$ cat src/rtl/peripheral_bus_pkg.sv
// Shared definitions for the peripheral bus responder: field widths, op codes,
// register indices, FSM state encoding and the command payload layout.
package peripheral_bus_pkg;

    localparam int unsigned DEV_W    = 5;
    localparam int unsigned CMD_W    = 6;
    localparam int unsigned DATA_W   = 32;
    localparam int unsigned OP_W     = 3;
    localparam int unsigned IDX_W    = 3;
    localparam int unsigned NUM_REGS = 8;
    localparam int unsigned WAIT_W   = 4;

    localparam logic [OP_W-1:0]  OP_READ    = 3'b000;
    localparam logic [OP_W-1:0]  OP_WRITE   = 3'b001;
    localparam logic [IDX_W-1:0] STATUS_IDX = 3'd7;
    localparam logic [IDX_W-1:0] CTRL_IDX   = 3'd0;

    typedef enum logic [2:0] {
        ST_IDLE    = 3'd0,
        ST_ACCESS  = 3'd1,
        ST_WAIT    = 3'd2,
        ST_RESPOND = 3'd3,
        ST_RELEASE = 3'd4
    } state_e;

    // Command word as presented on the bus: op in the upper bits, index below.
    typedef struct packed {
        logic [OP_W-1:0]  op;
        logic [IDX_W-1:0] idx;
    } cmd_t;

    // An access errors when the op is not read/write, or when it writes the
    // read-only status slot.
    function automatic logic cmd_is_error(input cmd_t cmd);
        logic legal;
        legal = (cmd.op == OP_READ) ||
                ((cmd.op == OP_WRITE) && (cmd.idx != STATUS_IDX));
        return !legal;
    endfunction

endpackage

$ cat src/rtl/peripheral_responder_if.sv
// Master/device handshake of the peripheral bus.
interface peripheral_responder_if;
    import peripheral_bus_pkg::*;

    logic              req;
    logic [DEV_W-1:0]  device;
    logic [CMD_W-1:0]  command;
    logic [DATA_W-1:0] data_in;
    logic [DATA_W-1:0] data_out;
    logic              ack;
    logic              err;

    modport master (
        output req, device, command, data_in,
        input  data_out, ack, err
    );

    modport slave (
        input  req, device, command, data_in,
        output data_out, ack, err
    );

endinterface

$ cat src/rtl/peripheral_responder_regbank.sv
// 8x32 register bank of the responder. Slots 0..6 are storage, slot 7 is the
// live status input; slot 0 is also exported as the control word.
module responder_regbank
    import peripheral_bus_pkg::*;
(
    input  logic              clk,
    input  logic              reset,
    input  logic              we,
    input  logic [IDX_W-1:0]  widx,
    input  logic [DATA_W-1:0] wdata,
    input  logic [IDX_W-1:0]  ridx,
    input  logic [DATA_W-1:0] status_in,
    output logic [DATA_W-1:0] rdata_c,
    output logic [DATA_W-1:0] ctrl
);

    localparam int unsigned STORE_N = NUM_REGS - 1;

    logic [DATA_W-1:0] regs [STORE_N];

    // Storage slots; a write aimed at the status slot matches no entry.
    always_ff @(posedge clk or negedge reset) begin
        if (!reset) begin
            for (int unsigned i = 0; i < STORE_N; i++) begin
                regs[i] <= '0;
            end
        end else begin
            for (int unsigned i = 0; i < STORE_N; i++) begin
                if (we && (widx == IDX_W'(i))) begin
                    regs[i] <= wdata;
                end
            end
        end
    end

    // Read mux: status slot maps straight to the live input.
    always_comb begin
        rdata_c = '0;
        if (ridx == STATUS_IDX) begin
            rdata_c = status_in;
        end else begin
            for (int unsigned i = 0; i < STORE_N; i++) begin
                if (ridx == IDX_W'(i)) begin
                    rdata_c = regs[i];
                end
            end
        end
    end

    assign ctrl = regs[CTRL_IDX];

endmodule

$ cat src/rtl/peripheral_responder.sv
// Device-side endpoint of the peripheral bus: decodes a request addressed to
// DEVICE_ID, performs a read/write on the local register bank and answers with
// a one-cycle ack. Optional slow-peripheral wait states are built when
// PERIPHERAL_RESPONDER_WAIT_STATES_EN is defined (WAIT_CYCLES extra cycles).
module peripheral_responder
    import peripheral_bus_pkg::*;
#(
    parameter logic [DEV_W-1:0] DEVICE_ID   = 5'd1,
    parameter int unsigned      WAIT_CYCLES = 4
) (
    input  logic                  clk,
    input  logic                  reset,
    peripheral_responder_if.slave bus,
    input  logic [DATA_W-1:0]     status_in,
    output logic [DATA_W-1:0]     ctrl_out
);

    if (WAIT_CYCLES > 15) begin : g_wait_range_check
        $error("WAIT_CYCLES must be in 0..15");
    end

    state_e            state;
    cmd_t              cmd_q;
    logic [DATA_W-1:0] wdata_q;

    logic              bank_we_c;
    logic [DATA_W-1:0] bank_rdata_c;
    logic              access_err_c;
    logic [DATA_W-1:0] access_data_c;

`ifdef PERIPHERAL_RESPONDER_WAIT_STATES_EN
    localparam logic [WAIT_W-1:0] WAIT_LOAD = WAIT_W'(WAIT_CYCLES);

    logic [WAIT_W-1:0] wait_cnt;
    logic              resp_err;
    logic [DATA_W-1:0] resp_data;
`endif

    // Access decode from the command latched in IDLE.
    assign access_err_c  = cmd_is_error(cmd_q);
    assign bank_we_c     = (state == ST_ACCESS) && (cmd_q.op == OP_WRITE) && !access_err_c;
    assign access_data_c = (cmd_q.op == OP_READ) ? bank_rdata_c : '0;

    responder_regbank u_regbank (
        .clk       (clk),
        .reset     (reset),
        .we        (bank_we_c),
        .widx      (cmd_q.idx),
        .wdata     (wdata_q),
        .ridx      (cmd_q.idx),
        .status_in (status_in),
        .rdata_c   (bank_rdata_c),
        .ctrl      (ctrl_out)
    );

    // Handshake FSM with registered ack/err/data_out.
    always_ff @(posedge clk or negedge reset) begin
        if (!reset) begin
            state        <= ST_IDLE;
            cmd_q        <= '0;
            wdata_q      <= '0;
            bus.ack      <= 1'b0;
            bus.err      <= 1'b0;
            bus.data_out <= '0;
`ifdef PERIPHERAL_RESPONDER_WAIT_STATES_EN
            wait_cnt     <= '0;
            resp_err     <= 1'b0;
            resp_data    <= '0;
`endif
        end else begin
            case (state)
                ST_IDLE: begin
                    if (bus.req && (bus.device == DEVICE_ID)) begin
                        cmd_q   <= cmd_t'(bus.command);
                        wdata_q <= bus.data_in;
                        state   <= ST_ACCESS;
                    end
                end

                ST_ACCESS: begin
`ifdef PERIPHERAL_RESPONDER_WAIT_STATES_EN
                    if (WAIT_LOAD != '0) begin
                        wait_cnt  <= WAIT_LOAD;
                        resp_err  <= access_err_c;
                        resp_data <= access_data_c;
                        state     <= ST_WAIT;
                    end else begin
                        bus.ack      <= 1'b1;
                        bus.err      <= access_err_c;
                        bus.data_out <= access_data_c;
                        state        <= ST_RESPOND;
                    end
`else
                    bus.ack      <= 1'b1;
                    bus.err      <= access_err_c;
                    bus.data_out <= access_data_c;
                    state        <= ST_RESPOND;
`endif
                end

`ifdef PERIPHERAL_RESPONDER_WAIT_STATES_EN
                ST_WAIT: begin
                    wait_cnt <= wait_cnt - WAIT_W'(1);
                    if (wait_cnt == WAIT_W'(1)) begin
                        bus.ack      <= 1'b1;
                        bus.err      <= resp_err;
                        bus.data_out <= resp_data;
                        state        <= ST_RESPOND;
                    end
                end
`endif

                ST_RESPOND: begin
                    bus.ack      <= 1'b0;
                    bus.err      <= 1'b0;
                    bus.data_out <= '0;
                    state        <= ST_RELEASE;
                end

                ST_RELEASE: begin
                    if (!bus.req) begin
                        state <= ST_IDLE;
                    end
                end

                default: begin
                    state <= ST_IDLE;
                end
            endcase
        end
    end

endmodule

$ cat src/flat_wrapper.sv
// flat-port wrapper written by rule: the top's interface ports become plain ports
module peripheral_responder_flat import peripheral_bus_pkg::*;
#(
    parameter logic [DEV_W-1:0] DEVICE_ID   = 5'd1,
    parameter int unsigned      WAIT_CYCLES = 4
)
  (clk, reset, status_in, ctrl_out, bus_req, bus_device, bus_command, bus_data_in, bus_data_out, bus_ack, bus_err);
  peripheral_responder_if bus_i ();
  input  logic clk;
  input  logic reset;
  input  logic [DATA_W-1:0] status_in;
  output logic [DATA_W-1:0] ctrl_out;
  input wire logic [$bits(bus_i.req)-1:0] bus_req;
  input wire logic [$bits(bus_i.device)-1:0] bus_device;
  input wire logic [$bits(bus_i.command)-1:0] bus_command;
  input wire logic [$bits(bus_i.data_in)-1:0] bus_data_in;
  output wire logic [$bits(bus_i.data_out)-1:0] bus_data_out;
  output wire logic [$bits(bus_i.ack)-1:0] bus_ack;
  output wire logic [$bits(bus_i.err)-1:0] bus_err;
  assign bus_i.req = bus_req;
  assign bus_i.device = bus_device;
  assign bus_i.command = bus_command;
  assign bus_i.data_in = bus_data_in;
  assign bus_data_out = bus_i.data_out;
  assign bus_ack = bus_i.ack;
  assign bus_err = bus_i.err;
  peripheral_responder #(.DEVICE_ID(DEVICE_ID), .WAIT_CYCLES(WAIT_CYCLES)) u_core (.clk(clk), .reset(reset), .bus(bus_i), .status_in(status_in), .ctrl_out(ctrl_out));
endmodule
$ cat config.mk
export PLATFORM = sky130hd
export DESIGN_NAME = peripheral_responder_flat
export DESIGN_NICKNAME = d
export VERILOG_FILES = /design/src/rtl/peripheral_bus_pkg.sv /design/src/rtl/peripheral_responder_if.sv /design/src/rtl/peripheral_responder_regbank.sv /design/src/rtl/peripheral_responder.sv /design/src/flat_wrapper.sv
export SDC_FILE = /design/constraint.sdc
export NUM_CORES = 1
export LEC_CHECK = 0
export ABC_AREA = 1
export BUFFER_PORTS_ARGS = -buffer_cell sky130_fd_sc_hd__clkbuf_2
export CORE_ASPECT_RATIO = 1.1
export CORE_UTILIZATION = 54
export DETAILED_ROUTE_END_ITERATION = 8
export HOLD_SLACK_MARGIN = 0.1
export PLACE_DENSITY = 0.79
export SYNTH_ARGS = -nofsm -noshare
export SYNTH_HDL_FRONTEND = slang
export SYNTH_SLANG_ARGS = --single-unit
$ cat constraint.sdc
create_clock -name clk -period 1.68 [get_ports clk]
set_input_delay 0.504 -clock clk [delete_from_list [all_inputs] [get_ports clk]]
set_output_delay 0.504 -clock clk [all_outputs]
set_load 0.02 [all_outputs]
After elaboration in Yosys (flattened, before gate mapping) --
Index checks and enable logic that the tools add are counted. Widths: inputs -> output; s select.
Storage, ports and cells: flip-flop bits (word level) 299, bits of input ports 78, output and inout port bits 66, logic and storage cells 63
Cells by class: equality and inequality tests 15, muxes and demuxes 15, reductions and logical operators 19
Operators by type and width (count):
- $mux 32 | 9
- $pmux 32 s2 | 1
- $eq 3x3->1 const B | 5
- $pmux 3 s4 | 1
- $logic_and 1x1->1 | 11
- $eq 3x1->1 const B | 3
- $eq 3x2->1 const B | 3
- $logic_not 3->1 | 3
- $mux 3 | 2
- $eq 5x1->1 const B | 1
- $pmux 1 s2 | 2
- $reduce_and 2->1 | 2
- $ne 3x3->1 const B | 1
- $ne 2x1->1 const B | 1
- $ne 2x2->1 const B | 1
- $reduce_bool 2->1 | 1
- $logic_not 1->1 | 1
- $logic_or 1x1->1 | 1

Logic depth before layout (Yosys ltp) --
depth in word-level cells 11, mapped depth 12, depth with buffers taken out 11

Hierarchy --
A second synthesis with hierarchy kept.
Unflattened totals: cell total of the unflattened synthesis 1580, area total of the unflattened synthesis 13344.0 um^2
By module, submodules not included:
- responder_regbank | instances 1, cells an instance 1235, area an instance 10312.4 um^2, seq. area each 5605.4 um^2
- peripheral_responder | instances 1, cells an instance 345, area an instance 3031.7 um^2, seq. area each 1876.8 um^2

Worst setup path after synthesis --
No wires, ideal clock.
path kind in2reg, start in bus_device[3], end reg u_core.cmd_q[1] (netlist bit), library setup time 0.137 ns, data arrival time 1.520 ns, required time 1.543 ns, path slack 0.023 ns, stages 7, path buffers 1, path through inv_1 > nand4_1 > nor3_1 > nand2_1 > clkbuf_1 > nor2_1 > a21oi_1
Between the ends: word-level cells in the longest chain between the ends 3
RTL lines:
- start, declared | line flat_wrapper.sv:14 | input wire logic [$bits(bus_i.device)-1:0] bus_device;
- $eq 5x1->1 | line peripheral_responder.sv:73 | if (bus.req && (bus.device == DEVICE_ID)) begin
- $logic_and 1x1->1 | line peripheral_responder.sv:73
- $reduce_and 2->1 (no line)
- end signal, assigned | line peripheral_responder.sv:74 | cmd_q <= cmd_t'(bus.command);
- end, declared | line peripheral_responder.sv:23 | cmd_t cmd_q;
Every way passes these cells. A chain may end at the register's enable or synchronous reset.

Final worst setup path --
start reg u_core.cmd_q[2] (netlist bit), end reg u_core.u_regbank.regs[164] (netlist bit)
Between the ends: word-level cells in the longest chain between the ends 5, elaborated cells on any way between the ends 6, classes of those cells eq/ne (2); reduce/logical (4)
RTL lines:
- $ne 3x3->1 | line peripheral_bus_pkg.sv:37 | ((cmd.op == OP_WRITE) && (cmd.idx != STATUS_IDX));
- $logic_and 1x1->1 | line peripheral_bus_pkg.sv:37
- $logic_or 1x1->1 | line peripheral_bus_pkg.sv:36 | legal = (cmd.op == OP_READ) ||
- $logic_and 1x1->1 | line peripheral_responder.sv:41 | assign bank_we_c = (state == ST_ACCESS) && (cmd_q.op == OP_WRITE) && !access_err_c;
- $logic_and 1x1->1 (*) | line peripheral_responder_regbank.sv:29 | if (we && (widx == IDX_W'(i))) begin
- end signal, assigned by index | line peripheral_responder_regbank.sv:30 | regs[i] <= wdata;
- end, declared | line peripheral_responder_regbank.sv:19 | logic [DATA_W-1:0] regs [STORE_N];
Mark *: on every way between the ends. The rest lies on a longest branch, timed or not.

==> impl_results.md <==
- Global-route wire length before repair: 59.7 mm
- Final core occ: 71.5%
- Worst flop-to-flop path startpoint: u_core.cmd_q[2]
- Diode count: 0
- Setup violations, final: 262
- Yosys top cell by area: dfrtp_1
- Routability congestion estimate: 0.866
- Unique masters post-synth: 30
- DRT iter0 DRCs: 1538
- H-tree Lvls: 1
- Unrepaired setup endpoints after global routing: yes
- Synthesized instance count: 1653
- Failing checks: negative setup slack
- Final Max Slew Viols: 0
- Hold Path Class: input pin to flip-flop
- Routed Antenna Nets: 0
- Startpoint types: flip-flop
- Total chip power: 26000 uW
- Worst hold slack: 0.192 ns
- XOR/XNOR share of the synthesized area: 0%
- Largest family of logic cells by synthesized area: simple AND/OR/NAND/NOR gates
- Fillers: 1734
- Min Tclk post-route: 1.91 ns
- Path length in cells of the critical path: 8
- Largest stage delay, worst path: 0.44 ns
- Compound-Gate Fraction of Synth Area: 11.9%
- Asr flop ratio synth: 100%
- Count leader, synth: nand2_1
- Synth top area cells: dfrtp_1, nand2_1, o21ai_1, nand3_1, o21ai_2
- Worst Setup Path Type: flip-flop to flip-flop
- Worst endpoint required time: 2.09 ns
- Die H: 172 um
- Final WS setup: -0.230 ns
- Mux contribution to synthesized area: 0%
- Vias in the first global route: 11600
- Drt first pass iters: 6
- Post-synth top cells: nand2_1, dfrtp_1, o21ai_1
- Post-DP HPWL: 24.3 mm
- Status: finished, violations left
- Mapped Area: 14100 um^2
- Finished Cell Area: 18200 um^2
- Area grow syn2layout: 29.0%
- Seq/Total Area, Yosys: 53.0%
- Vias/cell: 5.85
- Syn_nets: 1731
- Largest net degree at the start of global routing: 50
- Register Area: 7490 um^2
- Final hold vios: 0
- # port buffers: 143
- Gr ovfl total: 0
- Worst-skew pair later-pin latency: 0.56 ns
- Top-area cell type share of the netlist area: 53.0%
- Number of synthesized register bits: 299
- Clock Root Buffer: clkbuf_16
- Crit path DAT: 2.32 ns
- Reg clk slew, reported paths: 0.06 ns
- Max Fclk: 524 MHz
- Starting Density: 55.4%
- Area of the multi-input gates: 6250 um^2
- Worst relative slew slack: 60.9%
- CP Capture Point: u_core.u_regbank.regs[164]
- DIE AREA: 26800 um^2
- Initial antenna violation count: 0
- Routed WL: 45.3 mm
- Post-synthesis simple-gate area fraction: 26.2%
- Worst Max-Slew Pin Slew: 0.585 ns
- Clk buf depth: 3
- Worst R2R Path Depth: 8
- CP bufs+invs: 4
- Core area: 25500 um^2
- Critical Path Source: u_core.cmd_q[2]
- Post-synthesis adder-cell area fraction: 0%
- Syn_area_per_cell: 8.54 um^2
- Critical-path cell list: buf_4 > buf_4 > nor3_1 > buf_4 > nand2_8 > buf_12 > nand2_1 > o21ai_2
- Wire length per cell: 20.5 um
- Tcrit/Tclk final: 114%
- Io pins: 144
- IR drop worst, VDD: 1080 uV
- Clock skew: 0.0143 ns
- # DRC: 0
- Top_reg_cell synth: dfrtp_1
- DR vias: 12900
- Final #Nets: 1916
- Setup crit end kind: flip-flop
- R2R Setup Slk: -0.23 ns
- Area after DPL: 15500 um^2
- CTS tree: done
- Top delay family on crit path: buffers and inverters
- Max-cap violations: 0
- Lkg Pwr: 0.00916 uW
- Num rows: 61
- Global-route usage over all layers: 28.4%
- Most frequent CP cell: buf_4
- TritonCTS Buffers: 30
- Reg2reg end: u_core.u_regbank.regs[164]
- CP max-delay cell: dfrtp_1
- Worst Path Max Fanout: 22
- Power per cell area: 1430 nW/um^2
- Sink Count: 299
- Chip width: 156 um
- Layout cells sized above 1: 33.2%
- Post-synth EDFFs: 0
- Yosys warns: 0
[power by group]
part	leakage, uW	switching (uW)	internal (uW)
registers	0.00396	1070	8800
logic	0.00471	5990	3330
clock network	0.000494	2880	3940
[tightest hold or removal path: cells and delay by family]
kind	cells	cell delay [ns]
simple gates	1	0.09
buf+inv	1	0.08
compound gates	1	0.04
[metal layers]
metal | wire (um) | vias up | track usage (%)
met2 | 22000 | 787 | 48.5
met5 | 0 | - | 0
met4 | 2820 | 0 | 10.1
met1 | 16800 | 6198 | 37.7
met3 | 3700 | 233 | 3.02
li1 | - | 5703 | -
[placed cells by master, fill, tap and decap left out, types with 4 or more instances in the layout]
cell type and n:
nand3_2 21, buf_6 28, buf_16 4, clkbuf_2 131
clkinv_1 23, clkbuf_16 47, buf_4 58, o21ai_1 135
o21ai_2 89, clkbuf_8 6, buf_2 8, buf_12 36
clkbuf_1 8, clkinv_2 8, inv_2 4, nand3_1 79
dfrtp_1 293, or2_4 14, dfrtp_2 6, inv_1 51
a21oi_1 66, or2_0 7, nor2_1 104, nand4_1 33
nand2_1 405, nand2_8 9, nand2_4 42, nand2_2 77
or2_1 33, or2_2 10
[cell families (layout without fill, tap and decap cells)]
family | count (synthesis) | after routing
simple gates | 843 | 844
flops | 299 | 299
compound gates | 296 | 296
buf+inv | 215 | 422
[what timing repair did]
item                                    4_1_cts  5_1_grt
hold endpoints to repair                     16        0
pin swaps                                     3       49
gates cloned                                  2       21
hold buffers                                  1        0
gates resized for setup                      33      278
buffers inserted                              9       17
endpoints found under the setup margin      136      268
[per-stage QoR]
| stage | cells | setup TNS, ns | setup WS [ns] |
|---|---|---|---|
| 2_1_floorplan | 1653 | 0 | 0.0229 |
| 3_3_place_gp | 2104 | -0.519 | -0.0669 |
| 3_5_place_dp | 2104 | -4.03 | -0.112 |
| 4_1_cts | 2170 | -0.756 | -0.0285 |
| 5_1_grt | 2207 | -37.89 | -0.266 |
| 6_report | 2207 | -25.25 | -0.230 |
[area by class of cell]
| type | count | share of cell area, % |
|---|---|---|
| flip-flops and latches | 299 | 41.1 |
| clock inverters | 10 | 0.549 |
| well taps | 346 | 2.38 |
| multi-input cells | 1140 | 34.3 |
| clock buffers | 45 | 4.88 |
| inverters | 80 | 1.70 |
| repair buffers | 287 | 15.1 |
[how the worst min path moves through the flow]
stage | slack [ns] | from | cells after the start | end
5_1_grt | 0.20 | bus_data_in[4] | 3 | u_core.wdata_q[4]
3_5_place_dp | 0.40 | reset | 1 | u_core.u_regbank.ctrl[3]
3_3_place_gp | 0.40 | reset | 1 | u_core.u_regbank.regs[188]
4_1_cts | 0.19 | bus_data_in[31] | 3 | u_core.wdata_q[31]
2_1_floorplan | 0.21 | reset | 0 | u_core.bus.ack
6_report | 0.19 | bus_data_in[15] | 3 | u_core.wdata_q[15]
[registers in the layout, indices dropped and copies added, names as in the netlist]
| register | cells |
|---|---|
| u_core.u_regbank.ctrl | 32 |
| u_core.bus.err | 1 |
| u_core.u_regbank.regs | 192 |
| u_core.bus.ack | 1 |
| u_core.state | 3 |
| u_core.cmd_q | 6 |
| u_core.bus.data_out | 32 |
| u_core.wdata_q | 32 |
(Power assumes the default switching activity.)
